$ cat config.mk
export PLATFORM = sky130hd
export DESIGN_NAME = lift_call_dispatcher
export DESIGN_NICKNAME = d
export VERILOG_FILES = /design/src/rtl/lift_call_dispatcher.sv
export SDC_FILE = /design/constraint.sdc
export NUM_CORES = 1
export LEC_CHECK = 0
export BUFFER_PORTS_ARGS = -buffer_cell sky130_fd_sc_hd__buf_2
export CORE_ASPECT_RATIO = 0.7
export CORE_MARGIN = 2
export CORE_UTILIZATION = 60
export CTS_CLUSTER_DIAMETER = 80
export DETAILED_ROUTE_END_ITERATION = 6
export GPL_TIMING_DRIVEN = 1
export PLACE_DENSITY = 0.83
export SLEW_MARGIN = 10
export SYNTH_ARGS = -nofsm -noshare
export SYNTH_HDL_FRONTEND = slang
export SYNTH_SLANG_ARGS = --single-unit
$ cat constraint.sdc
create_clock -name clk -period 4.2 [get_ports clk]
set_input_delay 0.21 -clock clk [delete_from_list [all_inputs] [get_ports clk]]
set_output_delay 0.21 -clock clk [all_outputs]
set_load 0.05 [all_outputs]
$ cat src/rtl/lift_call_dispatcher.sv
// lift_call_dispatcher: latches floor-button presses and presents one floor
// request at a time to the three-floor lift controller. A call is retired
// once the lift has arrived and held its door open for DWELL_CYCLES cycles.
// A call that never arrives within TIMEOUT cycles raises a sticky fault.
module lift_call_dispatcher #(
  parameter int DWELL_CYCLES = 4,
  parameter int TIMEOUT      = 32
) (
  input  logic       clk,
  input  logic       reset,
  input  logic [2:0] btn,
  input  logic [1:0] lift_floor,
  input  logic       lift_moving,
  input  logic       lift_open,
  output logic [2:0] req,
  output logic [2:0] pending,
  output logic       busy,
  output logic       stuck
);

  typedef enum logic [1:0] {
    IDLE     = 2'd0,
    DISPATCH = 2'd1,
    DWELL    = 2'd2,
    CLOSE    = 2'd3
  } state_t;

  localparam logic [7:0] DWELL_LAST = 8'(DWELL_CYCLES - 1);
  localparam logic [7:0] TMO_LAST   = 8'(TIMEOUT - 1);

  state_t     state;
  logic [1:0] target;
  logic [7:0] cnt;
  logic [2:0] btn_q;

  logic [2:0] tgt_oh;
  logic [2:0] press;
  logic [2:0] press_ok;
  logic [2:0] pend_set;
  logic [1:0] sel;
  logic       arrive;

  // Nearest-first pick for the lift's current floor; floor 1 breaks the
  // 0/2 tie upwards, and the unused encoding 11 falls back to floor-0 order.
  function automatic logic [1:0] pick(input logic [2:0] p, input logic [1:0] f);
    logic [1:0] r;
    r = 2'd0;
    case (f)
      2'd1: begin
        if (p[1])      r = 2'd1;
        else if (p[2]) r = 2'd2;
        else           r = 2'd0;
      end
      2'd2: begin
        if (p[2])      r = 2'd2;
        else if (p[1]) r = 2'd1;
        else           r = 2'd0;
      end
      default: begin
        if (p[0])      r = 2'd0;
        else if (p[1]) r = 2'd1;
        else           r = 2'd2;
      end
    endcase
    return r;
  endfunction

  // Edge-detect buttons, decode target and outputs from registered state.
  always_comb begin
    // NOTE: every signal gets a default first so no path can leave it unassigned and infer a latch.
    tgt_oh   = 3'b001 << target;
    press    = btn & ~btn_q;
    // A target press during CLOSE is absorbed so the just-retired call stays cleared.
    press_ok = (state == CLOSE) ? (press & ~tgt_oh) : press;
    pend_set = pending | press_ok;
    sel      = pick(pending, lift_floor);
    arrive   = lift_open & ~lift_moving & (lift_floor == target);
    req      = ((state == DISPATCH) || (state == DWELL)) ? tgt_oh : 3'b000;
    busy     = (state != IDLE);
  end

  // Call latching, dispatch FSM, shared dwell/timeout counter and fault flag.
  always_ff @(posedge clk) begin
    if (reset) begin
      // NOTE: sequential state uses non-blocking assignments so every register sees pre-edge values.
      state   <= IDLE;
      target  <= 2'd0;
      cnt     <= 8'd0;
      pending <= 3'b000;
      stuck   <= 1'b0;
      // Loading the live level means a button held through reset is not a press.
      btn_q   <= btn;
    end else begin
      btn_q   <= btn;
      pending <= pend_set;
      case (state)
        IDLE: begin
          if (pending != 3'b000) begin
            target <= sel;
            cnt    <= 8'd0;
            state  <= DISPATCH;
          end
        end
        DISPATCH: begin
          if (arrive) begin
            cnt   <= 8'd0;
            state <= DWELL;
          end else if (cnt == TMO_LAST) begin
            stuck   <= 1'b1;
            pending <= pend_set & ~tgt_oh;
            cnt     <= 8'd0;
            state   <= IDLE;
          end else begin
            cnt <= cnt + 8'd1;
          end
        end
        DWELL: begin
          if (!lift_open) begin
            cnt   <= 8'd0;
            state <= DISPATCH;
          end else if (cnt == DWELL_LAST) begin
            // Retire clear wins over a coincident press of the same floor.
            pending <= pend_set & ~tgt_oh;
            cnt     <= 8'd0;
            state   <= CLOSE;
          end else begin
            cnt <= cnt + 8'd1;
          end
        end
        default: begin
          state <= IDLE;
        end
      endcase
    end
  end

endmodule

==> results of run 1 <==
==> registers in the layout, summed over array words and instances, names as in the netlist <==
name	cells
state	2
stuck	1
target	2
pending	3
btn_q	3
cnt	8
==> stage by stage <==
stage	util, %	power [W]	hold slack [ps]
after CTS	70.5	0.000565	14.9
after floorplan	-	0.000415	238
after global placement	69.1	0.000463	328
after global routing	70.5	0.000596	6.18
final	70.5	0.000565	21.5
after detailed placement	69.1	0.000472	330
==> worst register-to-register path: cells and delay by family (launching register included) <==
kind / cells / cell delay [ps]
DFF: 1 / 350
AOI/OAI and AO/OA: 2 / 400
and+or+nand+nor: 3 / 830
adders and majority gates: 1 / 230
==> layout by cell type, fill, tap and decap left out, types with 2 or more instances in the layout <==
| master | Yosys | final |
|---|---|---|
| sky130_fd_sc_hd__a21o_1 | 5 | 5 |
| sky130_fd_sc_hd__a21oi_1 | 9 | 9 |
| sky130_fd_sc_hd__a22o_1 | 3 | 3 |
| sky130_fd_sc_hd__a31oi_1 | 3 | 3 |
| sky130_fd_sc_hd__a32oi_1 | 2 | 2 |
| sky130_fd_sc_hd__and3_1 | 4 | 4 |
| sky130_fd_sc_hd__buf_2 | 1 | 16 |
| sky130_fd_sc_hd__clkbuf_4 | 0 | 3 |
| sky130_fd_sc_hd__dfxtp_1 | 19 | 19 |
| sky130_fd_sc_hd__ha_1 | 8 | 8 |
| sky130_fd_sc_hd__inv_1 | 17 | 17 |
| sky130_fd_sc_hd__mux2i_1 | 3 | 3 |
| sky130_fd_sc_hd__nand2_1 | 9 | 9 |
| sky130_fd_sc_hd__nand2b_1 | 2 | 2 |
| sky130_fd_sc_hd__nand3_1 | 6 | 6 |
| sky130_fd_sc_hd__nor2_1 | 9 | 9 |
| sky130_fd_sc_hd__nor2b_1 | 3 | 3 |
| sky130_fd_sc_hd__nor3_1 | 6 | 6 |
| sky130_fd_sc_hd__nor3b_1 | 3 | 3 |
| sky130_fd_sc_hd__o21ai_0 | 5 | 5 |
| sky130_fd_sc_hd__o31ai_1 | 3 | 3 |
| sky130_fd_sc_hd__or3_1 | 2 | 2 |
| sky130_fd_sc_hd__xnor2_1 | 2 | 2 |
==> cells by family (layout without fill, tap and decap cells) <==
kind of cell    after synthesis  in the layout  synth area share, %
compound gates               41             41                 26.1
xor+xnor                      2              2                 1.46
fa+ha+maj                     8              8                 8.36
buf+inv                      20             37                 6.37
flops                        19             19                 31.8
mux                           3              3                 2.51
simple gates                 51             51                 23.4
==> worst min path at each step <==
stage	start	end	slack, ps	cells past startpoint
2_1_floorplan	btn[0]	btn_q[0]	240	0
3_3_place_gp	btn[1]	btn_q[1]	330	1
3_5_place_dp	btn[1]	btn_q[1]	330	1
4_1_cts	btn[2]	btn_q[2]	10	1
5_1_grt	btn[1]	btn_q[1]	6	1
6_report	btn[1]	btn_q[1]	20	1
==> metal layers <==
metal  up-vias  wire [µm]  share of wire (%)
met5         -          0                  0
met4         0         13               0.48
met3         2        252                9.3
met2        47       1170                 43
met1       521       1260                 47
li1        548          -                  -
==> final cells by class <==
class	count	area [µm²]	area share, %
multi-input combinational	105	741	56.2
sequential	19	380	28.8
timing repair buffer	16	80.1	6.07
tap	22	27.5	2.09
clock buffer	4	26.3	1.99
inverter	17	63.8	4.84
==> report_power, final <==
| group | switching [W] | internal, W | leakage [nW] |
|---|---|---|---|
| registers | 0.0000196 | 0.000195 | 0.155 |
| logic | 0.000174 | 0.0000851 | 0.414 |
| clock network | 0.0000545 | 0.0000370 | 0.0150 |
| total | 0.000248 | 0.000317 | 0.584 |
==> summary.md, run 1 <==
| Metric | Value |
|---|---|
| Status | `complete, no violations` |
| Ys flop type | `sky130_fd_sc_hd__dfxtp_1` |
| Count of unique library cells instantiated by Yosys | `41` |
| Total clock sinks | `19` |
| Post-synth EDFFs | `0` |
| WL per Instance | `14.8 µm` |
| Maximum resistive drop on vdd | `0.366 mV` |
| Number of global-route vias before repair | `959` |
| Post-placement cell area | `1290 µm²` |
| Core Area | `1870 µm²` |
| Maximum fanout along the worst path | `5` |
| Actual transition at the worst max-transition pin | `497 ps` |
| Clock period minus worst slack | `1910 ps` |
| Cell repeated most along the worst path | `sky130_fd_sc_hd__inv_1` |
| Power Dens Cells | `428 nW/µm²` |
| Number of DRC violations after detailed routing | `0` |
| Met1 Track Usage GR | `32.8%` |
| Arrival time reported for the critical path endpoint | `1700 ps` |
| Count of input and output buffers | `16` |
| Smallest setup slack after layout | `2290 ps` |
| Global Route met2 Usage | `41.2%` |
| Share of the yosys chip area belonging to registers | `31.8%` |
| Die height | `41.4 µm` |
| Iteration-0 DRC count of the detailed router | `73` |
| Gp weighted congestion | `0.863` |
| Count of boundary I/O pins | `17` |
| Total routing resource utilization after global routing | `25.1%` |
| Fraction of registers with async set/reset | `0%` |
| Capturing instance or port of the critical path | `req[0]` |
| Setup violation total in the final timing report | `0` |
| Total of flip-flops plus latches after synthesis | `19` |
| Depth of the worst register-to-register path | `6` |
| Total length of routed wires | `2.70 mm` |
| Kind of critical path | `reg -> out` |
| Most utilized layer in the global route result | `met2` |
| Post-synthesis to final-layout area growth | `10.1%` |
| Sort of element at the start of the critical path | `flip-flop` |
| Number of endpoints with negative hold slack in the final report | `0` |
| Cell area after synthesis | `1200 µm²` |
| Post-route insts no fill | `183` |
| Summed area of non-filler cells in the final layout | `1320 µm²` |
| Yosys Warn Count | `0` |
| Die Area | `2370 µm²` |
| TritonCTS clock tree | `yes` |
| Row cnt | `13` |
| Most used standard cells in the synthesized netlist | `sky130_fd_sc_hd__dfxtp_1, sky130_fd_sc_hd__inv_1, sky130_fd_sc_hd__a21oi_1, sky130_fd_sc_hd__nand2_1, sky130_fd_sc_hd__nor2_1` |
| Stage delay of the slowest cell on the critical path | `420 ps` |
| Setup Slack @ Placement | `2380 ps` |
| Setup crit end kind | `output pin` |
| Initial antenna violation count | `0` |
| Max-Cap Viols | `0` |
| Post-cts repair resize count | `0` |
| Via-per-instance ratio | `6.11` |
| Total nets after synthesis | `161` |
| Nets | `179` |
| Post-Place Cells | `179` |
| Crit Reg-Reg Endpoint | `cnt[0]` |
| Largest area contributor in the synthesized netlist | `sky130_fd_sc_hd__dfxtp_1` |
| Fraction of layout instances using a drive strength above 1 | `16.1%` |
| Fill cells | `165` |
| Required time of the critical path | `3990 ps` |
| Total iterations of the first detailed-routing run | `6` |
| H-tree lvl count | `1` |
| Worst Hold Class | `in -> reg` |
| Total leakage power | `0.584 nW` |
| Total gr overflow | `0` |
| Hold buffer count at CTS | `0` |
| Accumulated negative setup slack | `0 ps` |
| Worst setup skew after layout | `3.40 ps` |
| Critical path depth | `5` |
| Library cell contributing the largest single delay on the critical path | `sky130_fd_sc_hd__dfxtp_1` |
| Achievable frequency | `524 MHz` |
| Number of vias in the routed layout | `1118` |
| Post-CTS Setup Bufs | `0` |
| Reg2Reg Setup Slack | `2330 ps` |
| Die width | `57.4 µm` |
| Worst Path Buf+Inv | `3` |
| Initial cell density of the core | `64.0%` |
| Clock latency on the worst-skew pair | `290 ps` |
| Clk buf depth | `2` |
| Start point of the critical path | `state[0]` |
| Fraction of post-synthesis cell area in the top cell type by area | `31.8%` |
| RSZ-0062 raised after global routing | `no` |
| Synth Instances | `144` |
| Post-detailed-route count of antenna-violating nets | `0` |
| Clock-pin transition on the worst setup and hold timing paths | `100 ps` |
| Clock tree root driver cell | `sky130_fd_sc_hd__clkbuf_4` |
| Largest net degree at the start of global routing | `20` |
| Fin. max-slew vios | `0` |
| Most frequent cell after synthesis | `sky130_fd_sc_hd__dfxtp_1` |
| Chain of cells forming the critical path | `inv_1 -> ha_1 -> inv_1 -> nor3_1 -> buf_2` |
| Count of antenna diodes in the layout | `0` |
| Wire length of the first global-routing pass | `4.33 mm` |
| Met3 track utilization from global routing | `7.10%` |
| Average cell area after synthesis | `8.32 µm²` |
| DP HPWL | `2.08 mm` |
| Kind of cell adding the most delay to the critical path | `buffers and inverters` |
| Crit share post-route | `45.4%` |
| Source of the worst register-to-register timing path | `cnt[0]` |
| Top post-synthesis cells by area | `sky130_fd_sc_hd__dfxtp_1, sky130_fd_sc_hd__ha_1, sky130_fd_sc_hd__inv_1, sky130_fd_sc_hd__a21oi_1, sky130_fd_sc_hd__a21o_1` |
| Cts bufs inserted | `3` |
| Headroom to the max-slew limit | `66.6%` |
(Power assumes the default switching activity.)
==> inputs of run 2 (changes only) <==
--- a/config.mk
+++ b/config.mk
@@ -8,11 +8,11 @@
 export BUFFER_PORTS_ARGS = -buffer_cell sky130_fd_sc_hd__buf_2
 export CORE_ASPECT_RATIO = 0.7
 export CORE_MARGIN = 2
-export CORE_UTILIZATION = 60
+export CORE_UTILIZATION = 56
 export CTS_CLUSTER_DIAMETER = 80
 export DETAILED_ROUTE_END_ITERATION = 6
 export GPL_TIMING_DRIVEN = 1
-export PLACE_DENSITY = 0.83
+export PLACE_DENSITY = 0.78
 export SLEW_MARGIN = 10
 export SYNTH_ARGS = -nofsm -noshare
 export SYNTH_HDL_FRONTEND = slang
==> constraint.sdc (replaced) <==
create_clock -name clk -period 1.9 [get_ports clk]
set_input_delay 0.095 -clock clk [delete_from_list [all_inputs] [get_ports clk]]
set_output_delay 0.095 -clock clk [all_outputs]
set_load 0.05 [all_outputs]
==> run 2 against run 1 <==
Worst setup slack got worse by 2200 ps. Via count is 6.4% higher. Largest power group unchanged. Non-clock buffer count is 12 higher. Hold slack better by 150 ps. Critical path depth increased by 1. Highest routed layer unchanged. Core utilization grew 4.9 points. Die area is 6.5% higher. Sequential power increased by 120%. Sequential share of layout area is 2.7 points lower. Global-route usage grew 2.2 points. Total power increased by 140%.
==> summary.md, run 2 (synthesis results as in run 1) <==
| Metric | Value |
|---|---|
| Status | `complete, no violations` |
| Number of flip-flops in the largest register | `8` |
| Number of DRC violations after detailed routing | `0` |
| Clock period minus worst slack | `1820 ps` |
| Via-per-instance ratio | `6.10` |
| Maximum fanout along the worst path | `10` |
| Initial cell density of the core | `61.9%` |
| Wire length of the first global-routing pass | `5.09 mm` |
| Fin. max-slew vios | `0` |
| Arrival time reported for the critical path endpoint | `2030 ps` |
| Clock latency on the worst-skew pair | `300 ps` |
| Total leakage power | `0.643 nW` |
| Power Dens Cells | `920 nW/µm²` |
| Multi-input gate area | `778 µm²` |
| Post-synthesis to final-layout area growth | `21.9%` |
| Max-Cap Viols | `0` |
| Total gr overflow | `0` |
| Fill cells | `157` |
| Count of input and output buffers | `16` |
| Worst Hold Class | `in -> reg` |
| Number of vias in the routed layout | `1189` |
| Die width | `59.3 µm` |
| Nets | `191` |
| Relative contribution of combinational cells to total power | `50.0%` |
| Reg2Reg Setup Slack | `80 ps` |
| Cell depth of the worst min-delay path | `2` |
| Required time of the critical path | `2110 ps` |
| Setup violation total in the final timing report | `0` |
| Kind of critical path | `reg -> reg` |
| Post-detailed-route count of antenna-violating nets | `0` |
| TritonCTS clock tree | `yes` |
| Post-route insts no fill | `195` |
| Number of endpoints with negative hold slack in the final report | `0` |
| Core Area | `1940 µm²` |
| DP HPWL | `2.38 mm` |
| Row cnt | `13` |
| Count of antenna diodes in the layout | `0` |
| Total clock sinks | `19` |
| Crit Reg-Reg Endpoint | `cnt[7]` |
| Setup crit end kind | `flip-flop` |
| Iteration-0 DRC count of the detailed router | `91` |
| Summed area of non-filler cells in the final layout | `1460 µm²` |
| Post-placement cell area | `1360 µm²` |
| Register with the highest flop count | `cnt` |
| H-tree lvl count | `1` |
| Post-Place Cells | `187` |
| Power Internal | `0.000763 W` |
| Net switching power figure | `0.000581 W` |
| Gp weighted congestion | `0.875` |
| Maximum resistive drop on vdd | `0.655 mV` |
| Die height | `42.7 µm` |
| Most frequent standard cell in the layout excluding fill and tap cells | `sky130_fd_sc_hd__dfxtp_1` |
| Worst setup skew after layout | `2.85 ps` |
| Count of boundary I/O pins | `17` |
| WL per Instance | `16.2 µm` |
| Footprint of the flip-flops and latches | `382 µm²` |
| Number of global-route vias before repair | `1050` |
| Total iterations of the first detailed-routing run | `4` |
| Sort of element at the start of the critical path | `flip-flop` |
| Clock-pin transition on the worst setup and hold timing paths | `110 ps` |
| Commonest cells after routing, fill and taps aside | `sky130_fd_sc_hd__dfxtp_1, sky130_fd_sc_hd__inv_1, sky130_fd_sc_hd__buf_2, sky130_fd_sc_hd__buf_4` |
| Largest net degree at the start of global routing | `20` |
| Actual transition at the worst max-transition pin | `381 ps` |
| Sequential cell fraction of total power | `34.7%` |
| Hold worst-path end | `target[0]` |
| Clock tree root driver cell | `sky130_fd_sc_hd__clkbuf_4` |
| Total routing resource utilization after global routing | `27.3%` |
| Clk buf depth | `2` |
| Origin of the worst min-delay path | `reset` |
| Sw Ratio | `43.2%` |
| Die Area | `2530 µm²` |
| Clock power share | `15.3%` |
| Biggest regs | `cnt x8, btn_q x3, pending x3` |
| Cts bufs inserted | `3` |
| Depth of the worst register-to-register path | `6` |
| Total length of routed wires | `3.17 mm` |
| Achievable frequency | `548 MHz` |
| Fraction of layout instances using a drive strength above 1 | `24.3%` |
| Source of the worst register-to-register timing path | `cnt[0]` |
| Headroom to the max-slew limit | `74.4%` |
| Crit share post-route | `96.0%` |
| Initial antenna violation count | `0` |
-- run 2: changes by cell type in the layout (fill, tap and decap cells not counted), sizes merged --
cell,delta
dlygate4sd3,+3
buf,+8
clkbuf,+1
-- run 2: worst max path at each step --
stage               slack (ps)  startpoint       end  depth (start not counted)
floorplan                  130  pending[1]    cnt[0]                          5
global placement           170      cnt[0]    cnt[0]                          6
detailed placement         110      cnt[0]    cnt[1]                          6
CTS                         70      cnt[0]    cnt[1]                          6
global route                -1      cnt[0]  state[1]                          6
finish                      80      cnt[0]    cnt[7]                          6
-- run 2: final cells by class --
class	count	area share [%]
clock buffers	4	1.80
inverters	17	4.37
multi-input cells	105	53.3
flip-flops and latches	19	26.1
well taps	22	1.89
repair buffers	28	12.5
-- run 2: critical path, cell delays in order, from the launching register on --
cell                      delay [ps]
sky130_fd_sc_hd__dfxtp_1         390
sky130_fd_sc_hd__ha_1            240
sky130_fd_sc_hd__nor4b_4         310
sky130_fd_sc_hd__a21oi_4         110
sky130_fd_sc_hd__o21ai_4         300
sky130_fd_sc_hd__o32a_1          200
sky130_fd_sc_hd__a21bo_1         180
-- run 2: repair_timing --
item / in CTS / in global routing
endpoints found under the setup margin: 0 / 8
buffers inserted: 0 / 1
hold buffers: 3 / 0
endpoints found under the hold margin: 3 / 0
gates resized for setup: 0 / 11
-- run 2: power by group through the flow --
| stage | combinational [W] | clock (W) | sequential [W] |
|---|---|---|---|
| final | 0.000672 | 0.000206 | 0.000466 |
| after global routing | 0.000721 | 0.000236 | 0.000471 |
| after CTS | 0.000645 | 0.000215 | 0.000466 |
| after detailed placement | 0.000638 | 0 | 0.000475 |
| after global placement | 0.000622 | 0 | 0.000473 |
| after floorplan | 0.000407 | 0 | 0.000515 |
-- run 2: through the flow --
stage	total power, W	setup slack [ps]	setup TNS [ps]	util (%)	hold slack [ps]
after floorplan	0.000922	125	0	-	123
after global placement	0.00109	172	0	70.1	212
after detailed placement	0.00111	105	0	70.1	216
after CTS	0.00133	70.7	0	73.0	167
after global routing	0.00143	-1.35	-1.35	75.4	170
final	0.00134	75.6	0	75.4	171
-- run 2: per-layer routing --
layer  vias up  global-route usage [%]  routed length [µm]
met2        62                    41.5                1470
met3         6                    6.71                 267
met4         0                    5.45                  61
met5         -                       0                   0
met1       547                    38.9                1370
li1        574                       -                   -
==> inputs of run 3 (changes only) <==
--- a/config.mk
+++ b/config.mk
@@ -12,6 +12,7 @@
 export CTS_CLUSTER_DIAMETER = 80
 export DETAILED_ROUTE_END_ITERATION = 6
 export GPL_TIMING_DRIVEN = 1
+export MAX_ROUTING_LAYER = met4
 export PLACE_DENSITY = 0.78
 export SLEW_MARGIN = 10
 export SYNTH_ARGS = -nofsm -noshare
==> run 3 against run 2 <==
Via count rose by 0.50%. Highest routed layer unchanged. Combinational power barely moved. First-iteration DRC count rose by 3.3%. Clock-buffer cell count did not move. Routed wire length rose by 1.2%. Clock power barely moved. Sequential power barely moved. Total power rose by 0.19%. Core utilization did not move. Critical path depth did not move.
==> summary.md, run 3 (synthesis results as in run 1) <==
| Metric | Value |
|---|---|
| Fraction of layout instances using a drive strength above 1 | `24.3%` |
| Required time of the critical path | `2100 ps` |
| Fill cells | `157` |
| Count of antenna diodes in the layout | `0` |
| Total length of routed wires | `3.20 mm` |
| Post-placement cell area | `1360 µm²` |
| Initial antenna violation count | `0` |
| DP HPWL | `2.38 mm` |
| Sequential cell fraction of total power | `34.7%` |
| WL per Instance | `16.4 µm` |
| Number of DRC violations after detailed routing | `0` |
| Maximum resistive drop on vdd | `0.656 mV` |
| Number of endpoints with negative hold slack in the final report | `0` |
| Crit share post-route | `96.9%` |
| TritonCTS clock tree | `yes` |
| Maximum fanout along the worst path | `10` |
| Total leakage power | `0.643 nW` |
| Arrival time reported for the critical path endpoint | `2040 ps` |
| Sw Ratio | `43.3%` |
| Achievable frequency | `543 MHz` |
| Total clock sinks | `19` |
| Count of boundary I/O pins | `17` |
| Count of input and output buffers | `16` |
| Commonest cells after routing, fill and taps aside | `sky130_fd_sc_hd__dfxtp_1, sky130_fd_sc_hd__inv_1, sky130_fd_sc_hd__buf_2, sky130_fd_sc_hd__buf_4` |
| Worst Path Buf+Inv | `0` |
| Kind of critical path | `reg -> reg` |
| Number of flip-flops in the largest register | `8` |
| Headroom to the max-slew limit | `72.9%` |
| Biggest regs | `cnt x8, btn_q x3, pending x3` |
| Core Area | `1940 µm²` |
| Fin. max-slew vios | `0` |
| Status | `complete, no violations` |
| Worst Hold Class | `in -> reg` |
| Via-per-instance ratio | `6.13` |
| Die height | `42.7 µm` |
| Setup violation total in the final timing report | `0` |
| Reg2Reg Setup Slack | `60 ps` |
| Setup crit end kind | `flip-flop` |
| Worst setup skew after layout | `2.20 ps` |
| Cts bufs inserted | `3` |
| Kind of cell adding the most delay to the critical path | `compound AO/OA/AOI/OAI gates` |
| Actual transition at the worst max-transition pin | `403 ps` |
| Most frequent standard cell in the layout excluding fill and tap cells | `sky130_fd_sc_hd__dfxtp_1` |
| Library cell contributing the largest single delay on the critical path | `sky130_fd_sc_hd__dfxtp_1` |
| Power Internal | `0.000763 W` |
| Max-Cap Viols | `0` |
| Clk buf depth | `2` |
| Power Dens Cells | `922 nW/µm²` |
| H-tree lvl count | `1` |
| Post-detailed-route count of antenna-violating nets | `0` |
| Initial cell density of the core | `61.9%` |
| Sort of element at the start of the critical path | `flip-flop` |
| Largest net degree at the start of global routing | `20` |
| Clock power share | `15.2%` |
| Net switching power figure | `0.000583 W` |
| Clock-pin transition on the worst setup and hold timing paths | `110 ps` |
| Total iterations of the first detailed-routing run | `4` |
| Iteration-0 DRC count of the detailed router | `94` |
| Setup Slack @ Placement | `105 ps` |
| Post-synthesis to final-layout area growth | `21.9%` |
| Stage delay of the slowest cell on the critical path | `390 ps` |
| Total routing resource utilization after global routing | `27.9%` |
| Die width | `59.3 µm` |
| Chain of cells forming the critical path | `ha_1 -> nor4b_4 -> a21oi_4 -> o21ai_4 -> o32a_1 -> a21bo_1` |
| Summed area of non-filler cells in the final layout | `1460 µm²` |
| Clock period minus worst slack | `1840 ps` |
| Clock latency on the worst-skew pair | `300 ps` |
| Relative contribution of combinational cells to total power | `50.1%` |
| Total gr overflow | `0` |
| Row cnt | `13` |
| Smallest setup slack after layout | `59.5 ps` |
| Die Area | `2530 µm²` |
| Wire length of the first global-routing pass | `5.09 mm` |
| Clock tree root driver cell | `sky130_fd_sc_hd__clkbuf_4` |
| Number of global-route vias before repair | `1053` |
| Number of vias in the routed layout | `1195` |
| Gp weighted congestion | `0.889` |
| Register with the highest flop count | `cnt` |
| Accumulated negative setup slack | `0 ps` |
| Nets | `191` |
## run 3: path summary, 6_finish.rpt
path / startpoint / to / depth (start not counted)
worst min register to register: stuck / stuck / 2
worst max register to register: cnt[0] / cnt[7] / 6
worst min-delay path: reset / target[0] / 2
worst max-delay path: cnt[0] / cnt[7] / 6
## run 3: power groups by stage
stage / sequential, W / combinational [W] / clock, W
floorplan: 0.000515 / 0.000407 / 0
global placement: 0.000473 / 0.000622 / 0
detailed placement: 0.000475 / 0.000638 / 0
CTS: 0.000466 / 0.000645 / 0.000215
global route: 0.000471 / 0.000721 / 0.000234
finish: 0.000467 / 0.000674 / 0.000205
## run 3: per-layer routing
metal	wire (µm)	global-route usage (%)	vias to the layer above
met5	0	-	-
met2	1450	41.5	57
met1	1460	38.7	555
met3	209	6.71	14
li1	-	-	569
met4	86	5.45	0
## run 3: repair_timing
| item | 4_1_cts | 5_1_grt |
|---|---|---|
| hold buffers | 3 | 0 |
| hold endpoints to repair | 3 | 0 |
| setup endpoints to repair | 0 | 8 |
| buffers inserted | 0 | 1 |
| gates resized for setup | 0 | 11 |
## run 3: layout make-up
class,instances,area (µm²),area share [%]
Clock buffer,4,26.3,1.80
Inverter,17,63.8,4.37
Multi-Input combinational cell,105,778,53.3
Sequential cell,19,382,26.1
Tap cell,22,27.5,1.89
Timing Repair Buffer,28,183,12.5
## run 3: stage by stage
stage,util (%),hold slack (ps),cells,total power (W)
detailed placement,70.1,216,187,0.00111
CTS,73.0,167,194,0.00133
global placement,70.1,212,187,0.00109
floorplan,-,123,144,0.000922
global route,75.4,173,195,0.00143
finish,75.4,179,195,0.00135
